===== config.mk =====
export PLATFORM = sky130hd
export DESIGN_NAME = serial_add_sub
export DESIGN_NICKNAME = d
export VERILOG_FILES = /design/src/rtl/serial_add_sub_pkg.sv /design/src/rtl/full_adder_1b.sv /design/src/rtl/serial_add_sub.sv
export SDC_FILE = /design/constraint.sdc
export NUM_CORES = 1
export LEC_CHECK = 0
export ABC_AREA = 1
export BUFFER_PORTS_ARGS = -buffer_cell sky130_fd_sc_hd__buf_2
export CELL_PAD_IN_SITES_DETAIL_PLACEMENT = 2
export CELL_PAD_IN_SITES_GLOBAL_PLACEMENT = 2
export CORE_UTILIZATION = 35
export CTS_BUF_LIST = sky130_fd_sc_hd__clkbuf_16
export DETAILED_ROUTE_END_ITERATION = 16
export GPL_TIMING_DRIVEN = 0
export PLACE_DENSITY_LB_ADDON = 0.1
export SYNTH_ARGS = -nofsm -noshare
export SYNTH_HDL_FRONTEND = slang
export SYNTH_SLANG_ARGS = --single-unit

===== constraint.sdc =====
create_clock -name clk -period 2.31 [get_ports clk]
set_clock_uncertainty 0.2 [all_clocks]
set_input_delay 0 -clock clk [delete_from_list [all_inputs] [get_ports clk]]
set_output_delay 0 -clock clk [all_outputs]
set_load 0.02 [all_outputs]

===== src/rtl/serial_add_sub_pkg.sv =====
// serial_add_sub_pkg: shared types for the bit-serial adder/subtractor.
// Holds FSM state encoding and the operation select constants.
package serial_add_sub_pkg;

    typedef enum logic [1:0] {
        IDLE  = 2'd0,
        SHIFT = 2'd1,
        DONE  = 2'd2
    } state_t;

    localparam logic OP_ADD = 1'b0;
    localparam logic OP_SUB = 1'b1;

endpackage


===== src/rtl/full_adder_1b.sv =====
// full_adder_1b: one-bit full adder built from two half adders and an OR.
// Ports: a, b, cin -> sum, cout (all 1 bit, purely combinational).
module full_adder_1b (
    input  logic a,
    input  logic b,
    input  logic cin,
    output logic sum,
    output logic cout
);

    logic w_s1;
    logic w_c1;
    logic w_c2;

    // First half adder: a + b
    assign w_s1 = a ^ b;
    assign w_c1 = a & b;

    // Second half adder: partial sum + cin
    assign sum  = w_s1 ^ cin;
    assign w_c2 = w_s1 & cin;

    assign cout = w_c1 | w_c2;

endmodule


===== src/rtl/serial_add_sub.sv =====
// serial_add_sub: bit-serial add/subtract, one bit pair per clock, LSB first.
// Ports: clk, rst_n (async low), start/sub/a/b in; ready/busy/done,
//        result/carry_out out. Optional ovf port with SERIAL_ADD_SUB_OVF_EN.
module serial_add_sub
    import serial_add_sub_pkg::*;
#(
    parameter int WIDTH = 8
) (
    input  logic             clk,
    input  logic             rst_n,
    input  logic             start,
    input  logic             sub,
    input  logic [WIDTH-1:0] a,
    input  logic [WIDTH-1:0] b,
    output logic             ready,
    output logic             busy,
    output logic             done,
    output logic [WIDTH-1:0] result,
    output logic             carry_out
`ifdef SERIAL_ADD_SUB_OVF_EN
    ,
    output logic             ovf
`endif
);

    localparam int CW = $clog2(WIDTH + 1);
    localparam logic [CW-1:0] LAST = CW'(WIDTH - 1);

    state_t           r_state;
    logic [WIDTH-1:0] r_sa;
    logic [WIDTH-1:0] r_sb;
    logic [WIDTH-1:0] r_sr;
    logic             r_cy;
    logic [CW-1:0]    r_cnt;
    logic             r_ready;
    logic             r_busy;
    logic             r_done;
    logic [WIDTH-1:0] r_result;
    logic             r_cout;

    logic             w_s;
    logic             w_c;
    logic [WIDTH-1:0] w_sr_next;

    full_adder_1b u_fa (
        .a    (r_sa[0]),
        .b    (r_sb[0]),
        .cin  (r_cy),
        .sum  (w_s),
        .cout (w_c)
    );

    // New sum bit enters at the MSB; after WIDTH shifts bit 0 is the LSB.
    generate
        if (WIDTH == 1) begin : g_sr1
            assign w_sr_next = w_s;
        end else begin : g_srn
            assign w_sr_next = {w_s, r_sr[WIDTH-1:1]};
        end
    endgenerate

`ifdef SERIAL_ADD_SUB_OVF_EN
    logic r_ovf;
`endif

    // Result, carry and done are registered on the final SHIFT edge so
    // they are all valid together during the DONE cycle.
    always_ff @(posedge clk or negedge rst_n) begin
        if (!rst_n) begin
            r_state  <= IDLE;
            r_sa     <= '0;
            r_sb     <= '0;
            r_sr     <= '0;
            r_cy     <= 1'b0;
            r_cnt    <= '0;
            r_ready  <= 1'b1;
            r_busy   <= 1'b0;
            r_done   <= 1'b0;
            r_result <= '0;
            r_cout   <= 1'b0;
`ifdef SERIAL_ADD_SUB_OVF_EN
            r_ovf    <= 1'b0;
`endif
        end else begin
            r_done <= 1'b0;
            unique case (r_state)
                IDLE: begin
                    if (start) begin
                        r_sa    <= a;
                        r_sb    <= (sub == OP_SUB) ? ~b : b;
                        // Subtract: a + ~b + 1
                        r_cy    <= (sub == OP_SUB);
                        r_cnt   <= '0;
                        r_state <= SHIFT;
                        r_ready <= 1'b0;
                        r_busy  <= 1'b1;
                    end
                end
                SHIFT: begin
                    r_sr  <= w_sr_next;
                    r_sa  <= r_sa >> 1;
                    r_sb  <= r_sb >> 1;
                    r_cy  <= w_c;
                    r_cnt <= r_cnt + 1'b1;
                    if (r_cnt == LAST) begin
                        r_state  <= DONE;
                        r_done   <= 1'b1;
                        r_result <= w_sr_next;
                        r_cout   <= w_c;
`ifdef SERIAL_ADD_SUB_OVF_EN
                        // carry into MSB xor carry out of MSB
                        r_ovf    <= r_cy ^ w_c;
`endif
                    end
                end
                DONE: begin
                    r_state <= IDLE;
                    r_ready <= 1'b1;
                    r_busy  <= 1'b0;
                end
                default: begin
                    r_state <= IDLE;
                    r_ready <= 1'b1;
                    r_busy  <= 1'b0;
                end
            endcase
        end
    end

    assign ready     = r_ready;
    assign busy      = r_busy;
    assign done      = r_done;
    assign result    = r_result;
    assign carry_out = r_cout;
`ifdef SERIAL_ADD_SUB_OVF_EN
    assign ovf       = r_ovf;
`endif

endmodule


=== Yosys cells after proc, flatten, opt, wreduce, memory -nomap -nowiden ===
Cells that the tools add are included.

* Bitwise operators: 7
* Muxes and demuxes: 18
* Reduce and logical (&&, ||, !) cells: 6
* Equal/unequal tests: 4
* Add/sub/neg operators: 1

{| class="wikitable"
|+ Operators by type and width
! operator !! number
|-
| $pmux W8 S2 || 2
|-
| $mux W8 || 3
|-
| $not A8 Y8 || 1
|-
| $pmux W4 S2 || 1
|-
| $reduce_and A2 Y1 || 4
|-
| $pmux W1 S2 || 3
|-
| $mux W1 || 5
|-
| $add A4 B1 Y4 const B || 1
|-
| $eq A4 B3 Y1 const B || 1
|-
| $mux W2 || 2
|-
| $mux W4 || 1
|-
| $ne A2 B2 Y1 const B || 2
|-
| $pmux W2 S2 || 1
|-
| $and A1 B1 Y1 || 2
|-
| $eq A2 B1 Y1 const B || 1
|-
| $logic_not A2 Y1 || 1
|-
| $reduce_bool A2 Y1 || 1
|-
| $xor A1 B1 Y1 || 2
|-
| $not A1 Y1 || 1
|-
| $or A1 B1 Y1 || 1
|}

* Output and inout port bits: 12
* Input bits: 20
* Word-level logic and storage cells: 47
* Flip-flop bits (word level): 43

=== Longest topological paths before layout ===
* Depth in word-level cells: 4
* Mapped depth: 6
* Depth with buffers taken out: 6

=== Modules after synthesis ===
A second synthesis with hierarchy kept.

* Cells, all modules: 227
* Area total of the unflattened synthesis: 1909.3 um^2

{| class="wikitable"
|+ By module, submodules not included
! module !! seq. area each (um^2) !! instances !! area each (um^2) !! cells an instance
|-
| serial_add_sub || 1052.3 || 1 || 1889.3 || 226
|-
| full_adder_1b || 0.0 || 1 || 20.0 || 1
|}

=== Worst setup path before layout ===
OpenSTA, ideal clock, no wires.

* Path kind: register to register
* From: register r_cnt[0]
* To: register r_result[7], in the netlist result[7]
* Path slack: 0.986 ns
* Buffers on the path: 0
* Arrival: 1.007 ns
* Cell stages (with the launch flop): 7
* Clock period less this slack: 1.324 ns
* Required time: 1.993 ns
* Library setup time: 0.117 ns
* Cells stage by stage: dfrtp_1 -> ha_1 -> nand2_1 -> nor2_1 -> nand2_1 -> nand2_1 -> nand2_1

* Longest elaborated chain between the ends: 2

{| class="wikitable"
|+ RTL lines
! what !! line !! RTL
|-
| from (decl) || serial_add_sub.sv:34 || <nowiki>logic [CW-1:0] r_cnt;</nowiki>
|-
| from (signal assigned) || serial_add_sub.sv:104 || <nowiki>r_cnt <= r_cnt + 1'b1;</nowiki>
|-
| $eq A4 B3 Y1 || serial_add_sub.sv:105 || <nowiki>if (r_cnt == LAST) begin</nowiki>
|-
| $reduce_and A2 Y1 (no source line) || n/a ||
|-
| to (signal assigned) || serial_add_sub.sv:108 || <nowiki>r_result <= w_sr_next;</nowiki>
|-
| to (decl) || serial_add_sub.sv:38 || <nowiki>logic [WIDTH-1:0] r_result;</nowiki>
|}

No other way between the ends.
A chain may end at the register's enable or synchronous reset.

=== Worst setup path after layout ===
* From: register r_state[1]
* To: register r_sb[7]

* Longest elaborated chain between the ends: 3
* Elaborated cells between the ends (all ways): 6
* Classes of those cells: eq/ne (2); mux (1); reduce/logical (3)

{| class="wikitable"
|+ RTL lines
! what !! line !! RTL
|-
| from (decl) || serial_add_sub.sv:29 || <nowiki>state_t r_state;</nowiki>
|-
| from (signal assigned) || serial_add_sub.sv:70 || <nowiki>r_state <= IDLE;</nowiki>
|-
| from (signal assigned) || serial_add_sub.sv:94 || <nowiki>r_state <= SHIFT;</nowiki>
|-
| from (signal assigned) || serial_add_sub.sv:106 || <nowiki>r_state <= DONE;</nowiki>
|-
| $eq A2 B1 Y1 / $logic_not A2 Y1 (equally long branches) || serial_add_sub.sv:86 || <nowiki>unique case (r_state)</nowiki>
|-
| $reduce_bool A2 Y1 (no source line) / $ne A2 B2 Y1 (equally long branches) || n/a ||
|-
| $reduce_and A2 Y1 (no source line) || n/a ||
|-
| to (signal assigned) || serial_add_sub.sv:90 || <nowiki>r_sb <= (sub == OP_SUB) ? ~b : b;</nowiki>
|-
| to (signal assigned) || serial_add_sub.sv:102 || <nowiki>r_sb <= r_sb >> 1;</nowiki>
|-
| to (decl) || serial_add_sub.sv:31 || <nowiki>logic [WIDTH-1:0] r_sb;</nowiki>
|}

Several ways; a longest one is shown, not always the timed one.

==> results by stage <==
Global routing:
- The maximum number of pins on one net before global-route repair is 43.
- The total track usage is 0.2661.
- The number of antenna violations at the first check in global routing came to 0.
- The total overflow left after global routing is 0.
- The via count of the first global-routing pass is 2112.
- The first global-routing pass estimated 10760 um of wire.

Synth:
- Sorting the synthesized cells by area gives the leading types as dfrtp_1 (54%), nand2_1 (18%), nand3_1 (12%).
- The synthesized instance count is roughly 230.
- The number of register bits inferred by synthesis is 42.
- The area share of the largest cell type after synthesis is 0.5398.
- The count of cell types in the netlist is 18.
- The net count after synthesis is 250.
- The number of synthesis warnings is 0.
- The synthesized cell area is 1901 sq um.
- A synthesized cell averages 8.336 sq um.
- The portion of the post-synthesis area used by sequential elements is 0.5537.
- The top cell type by total area after synthesis is dfrtp_1.

Worst setup path:
- The slack of the worst reg-to-reg path is 0.27 ns.
- The required time at the endpoint of the critical path is between 2 and 2.5 ns.
- The capture instance of the worst register-to-register path is r_sb[7]$_DFFE_PN0P_.
- On the critical path, the stage with the largest delay is an instance of dlygate4sd3_1.
- Along the worst path, the maximum fanout reaches 9.
- The critical path startpoint is r_state[1]$_DFFE_PN0P_.
- For the worst setup path, the data arrival time is 2.06 ns.
- Measured in cells, the most critical reg-to-reg path has a length of 4.
- The startpoint identified for the worst register-to-register timing path is r_state[1]$_DFFE_PN0P_.
- The timing endpoint of the critical path is r_sb[7]$_DFFE_PN0P_.
- STA classifies the critical path endpoint as a flop.
- The kind of critical path is reg -> reg.
- STA classifies the critical path startpoint as a flop.
- The critical path goes through nor2_2, nand2_4, o21ai_0, dlygate4sd3_1.
- The critical path's largest stage delay is around 0.6 ns.

Detailed routing:
- The final layout contains routed wiring with a total length of 6833 um.
- The number of vias after detailed routing is 1855.
- The violation count after the first detailed-route iteration is 56.
- The first detailed-routing pass ran for 4 iterations.
- The via count normalized by instance count is a little over 5.
- The detail route stage leaves a number of antenna-violating nets equal to 0.
- The remaining routing DRC violations is 0.
- After detailed routing, the average wire length per cell comes to 18.57 um.

Cells and area:
- The layout net count is approximately 320.
- The core utilization of the finished layout is 0.5029.
- The number of antenna diodes in the final layout is 0.
- The area growth from synthesis to layout is 36.87%.
- The share of post-route cells with drive strength above 1 is 0.1745.
- The final standard cell count with taps included and fillers excluded is approximately 370.

Place:
- The final weighted congestion of routability-driven global placement is between 0.7 and 0.8.
- The placed wire-length estimate is 3665 um.
- After detailed placement, the design holds a cell count of ~330.
- At the placement stage, the worst setup path has a slack of slightly below 0.7 ns.
- The port buffer count is 29.

Floorplanning:
- The starting density of the core is 0.3674.
- The initialized floorplan defines 26 standard-cell rows.
- The die outline width is about 76 um.
- The height of the chip is 75.69 um.
- The region available for standard cell placement spans 5172 sq um.
- The top-level I/O count is 32.
- The floorplan step defined a die boundary enclosing around 5700 sq um.

Worst hold path:
- The class of the tightest hold or removal check is in -> async.

Clock network:
- TritonCTS built the clock tree.
- The number of instances resized during post-cts repair is 0.
- The H-tree was split into 2 levels.
- The number of clock sinks seen by CTS is 42.
- In this run, post-CTS hold repair placed 33 buffers.
- After clock tree synthesis, the clock-pin slew on the worst setup and hold paths is ~0.06 ns.
- Clock latency on the worst-skew pair, taken at its later pin, is about 0.28 ns.
- The cell sitting at the root of the clock tree is a clkbuf_16.
- Post-CTS timing repair inserted 0 buffers for setup.
- Counting along the longest clock path gives a buffer depth of 2.
- The TritonCTS buffer count is 5.

Power and ir drop:
- IR analysis of the VDD net gives a maximum drop of between 0.0004 and 0.0005 V.
- The power density normalized to cell area is roughly 1200 nW/um^2.
- The leakage dissipation is 1.347 nW.

Timing:
- In the finished design, the share of the clock period the worst path needs comes to 0.8843.
- The actual transition at the worst max-transition pin is approximately 0.97 ns.
- The final number of hold-violating endpoints is 0.
- Adding up every negative setup slack in the final design gives 0 ns.
- Setup violations remaining at the end of the flow were counted as 0.
- The achievable clock frequency is roughly 490 MHz.
- Setup repair after global routing left no endpoint under its margin.
- The worst path in the final design needs a cycle of approximately 2.0 ns, including I/O delays and setup.
- The relative slew slack is 0.3545.
- The number of max-slew violations in the final report is 0.
- The post-layout worst setup margin is 0.2673 ns.

Outcome:
- The flow ran to the end, and the final reports show no timing, DRC or antenna violations.

Job:
- The number of violations of the max-capacitance limit is 0.
-- cell type report --
type	instances	area, sq um
Buffer	9	52.55
Clock buffer	5	125.1
Clock inverter	3	12.51
Fill cell	557	2571
Inverter	15	56.30
Multi-Input combinational cell	162	739.5
Sequential cell	42	1052
Tap cell	70	87.58
Timing Repair Buffer	62	475.5
-- stage by stage --
stage               total power [mW]  hold WS, ns  area [sq um]
finish                         3.140       0.2148          2601
global route                   3.342       0.3013          2601
CTS                            3.091       0.2457          2601
detailed placement             2.332     0.007743          2133
global placement               2.258    -0.003643          2133
floorplan                      1.942      -0.4956          1901
-- power breakdown --
| group | internal (mW) | total (mW) | switching (mW) |
|---|---|---|---|
| registers | 1.04 | 1.27 | 0.233 |
| logic | 0.421 | 1.18 | 0.763 |
| clock network | 0.391 | 0.682 | 0.291 |
| total | 1.85 | 3.14 | 1.29 |
-- sequential cells by signal, summed over array words and instances, names as in the netlist --
signal,flops
r_sa,8
r_sb,8
result,8
r_sr,7
r_cnt,4
r_state,2
busy,1
carry_out,1
done,1
r_cy,1
ready,1
-- cells in the final DEF (no fill, tap or decap) --
cell	n
clkbuf_16	5
nand3_1	47
buf_4	3
nand2_1	91
ha_1	1
dfrtp_1	41
nand4_1	1
nand2_2	1
clkinv_2	1
dfstp_2	1
buf_2	35
dlygate4sd3_1	33
nor2_1	5
clkinv_1	1
nand2_4	1
nor2_2	1
inv_2	2
xnor2_1	1
inv_1	14
o21ai_0	10
fa_1	1
nor2_4	2
-- worst min path at each step --
stage	startpoint	end	slack, ns	cells after the start
finish	rst_n	result[4]$_DFFE_PN0P_	0.21	2
global route	r_sr[6]$_DFFE_PN0P_	result[5]$_DFFE_PN0P_	0.30	2
CTS	rst_n	result[4]$_DFFE_PN0P_	0.25	2
detailed placement	rst_n	result[4]$_DFFE_PN0P_	0.008	1
global placement	rst_n	result[4]$_DFFE_PN0P_	-0.004	1
floorplan	rst_n	busy$_DFFE_PN0P_	-0.50	0
-- cell usage after synthesis --
| library cell | count |
|---|---|
| dfstp_2 | 1 |
| nand2_4 | 1 |
| fa_1 | 1 |
| nand2_2 | 1 |
| nand4_1 | 1 |
| xnor2_1 | 1 |
| o21ai_0 | 10 |
| nor2_4 | 2 |
| buf_2 | 6 |
| ha_1 | 1 |
| nor2_2 | 1 |
| nor2_1 | 5 |
| dfrtp_1 | 41 |
| nand2_1 | 91 |
| inv_1 | 13 |
| buf_4 | 3 |
| inv_2 | 2 |
| nand3_1 | 47 |
-- layer usage --
metal / global-route usage / vias to the layer above / routed length, um
li1: - / 864 / -
met1: 0.3016 / 929 / 2789
met2: 0.4861 / 44 / 3666
met3: 0.04497 / 18 / 167
met4: 0.1255 / 0 / 210
met5: 0 / - / 0
-- critical path, delay by kind of cell, from the launching register on --
kind	cells	cell delay, ns
simple gates	2	0.50
compound gates	1	0.20
flops	1	0.47
buf+inv	1	0.60
-- cell families (layout without fill, tap and decap cells) --
family | count (synthesis) | in the layout | share of synthesized area
xor+xnor | 1 | 1 | 0.004609
fa+ha+maj | 2 | 2 | 0.01712
buf+inv | 24 | 94 | 0.05728
flops | 42 | 42 | 0.5537
simple gates | 149 | 149 | 0.3410
compound gates | 10 | 10 | 0.02633
Note: power is estimated with default switching activity, not from simulation.
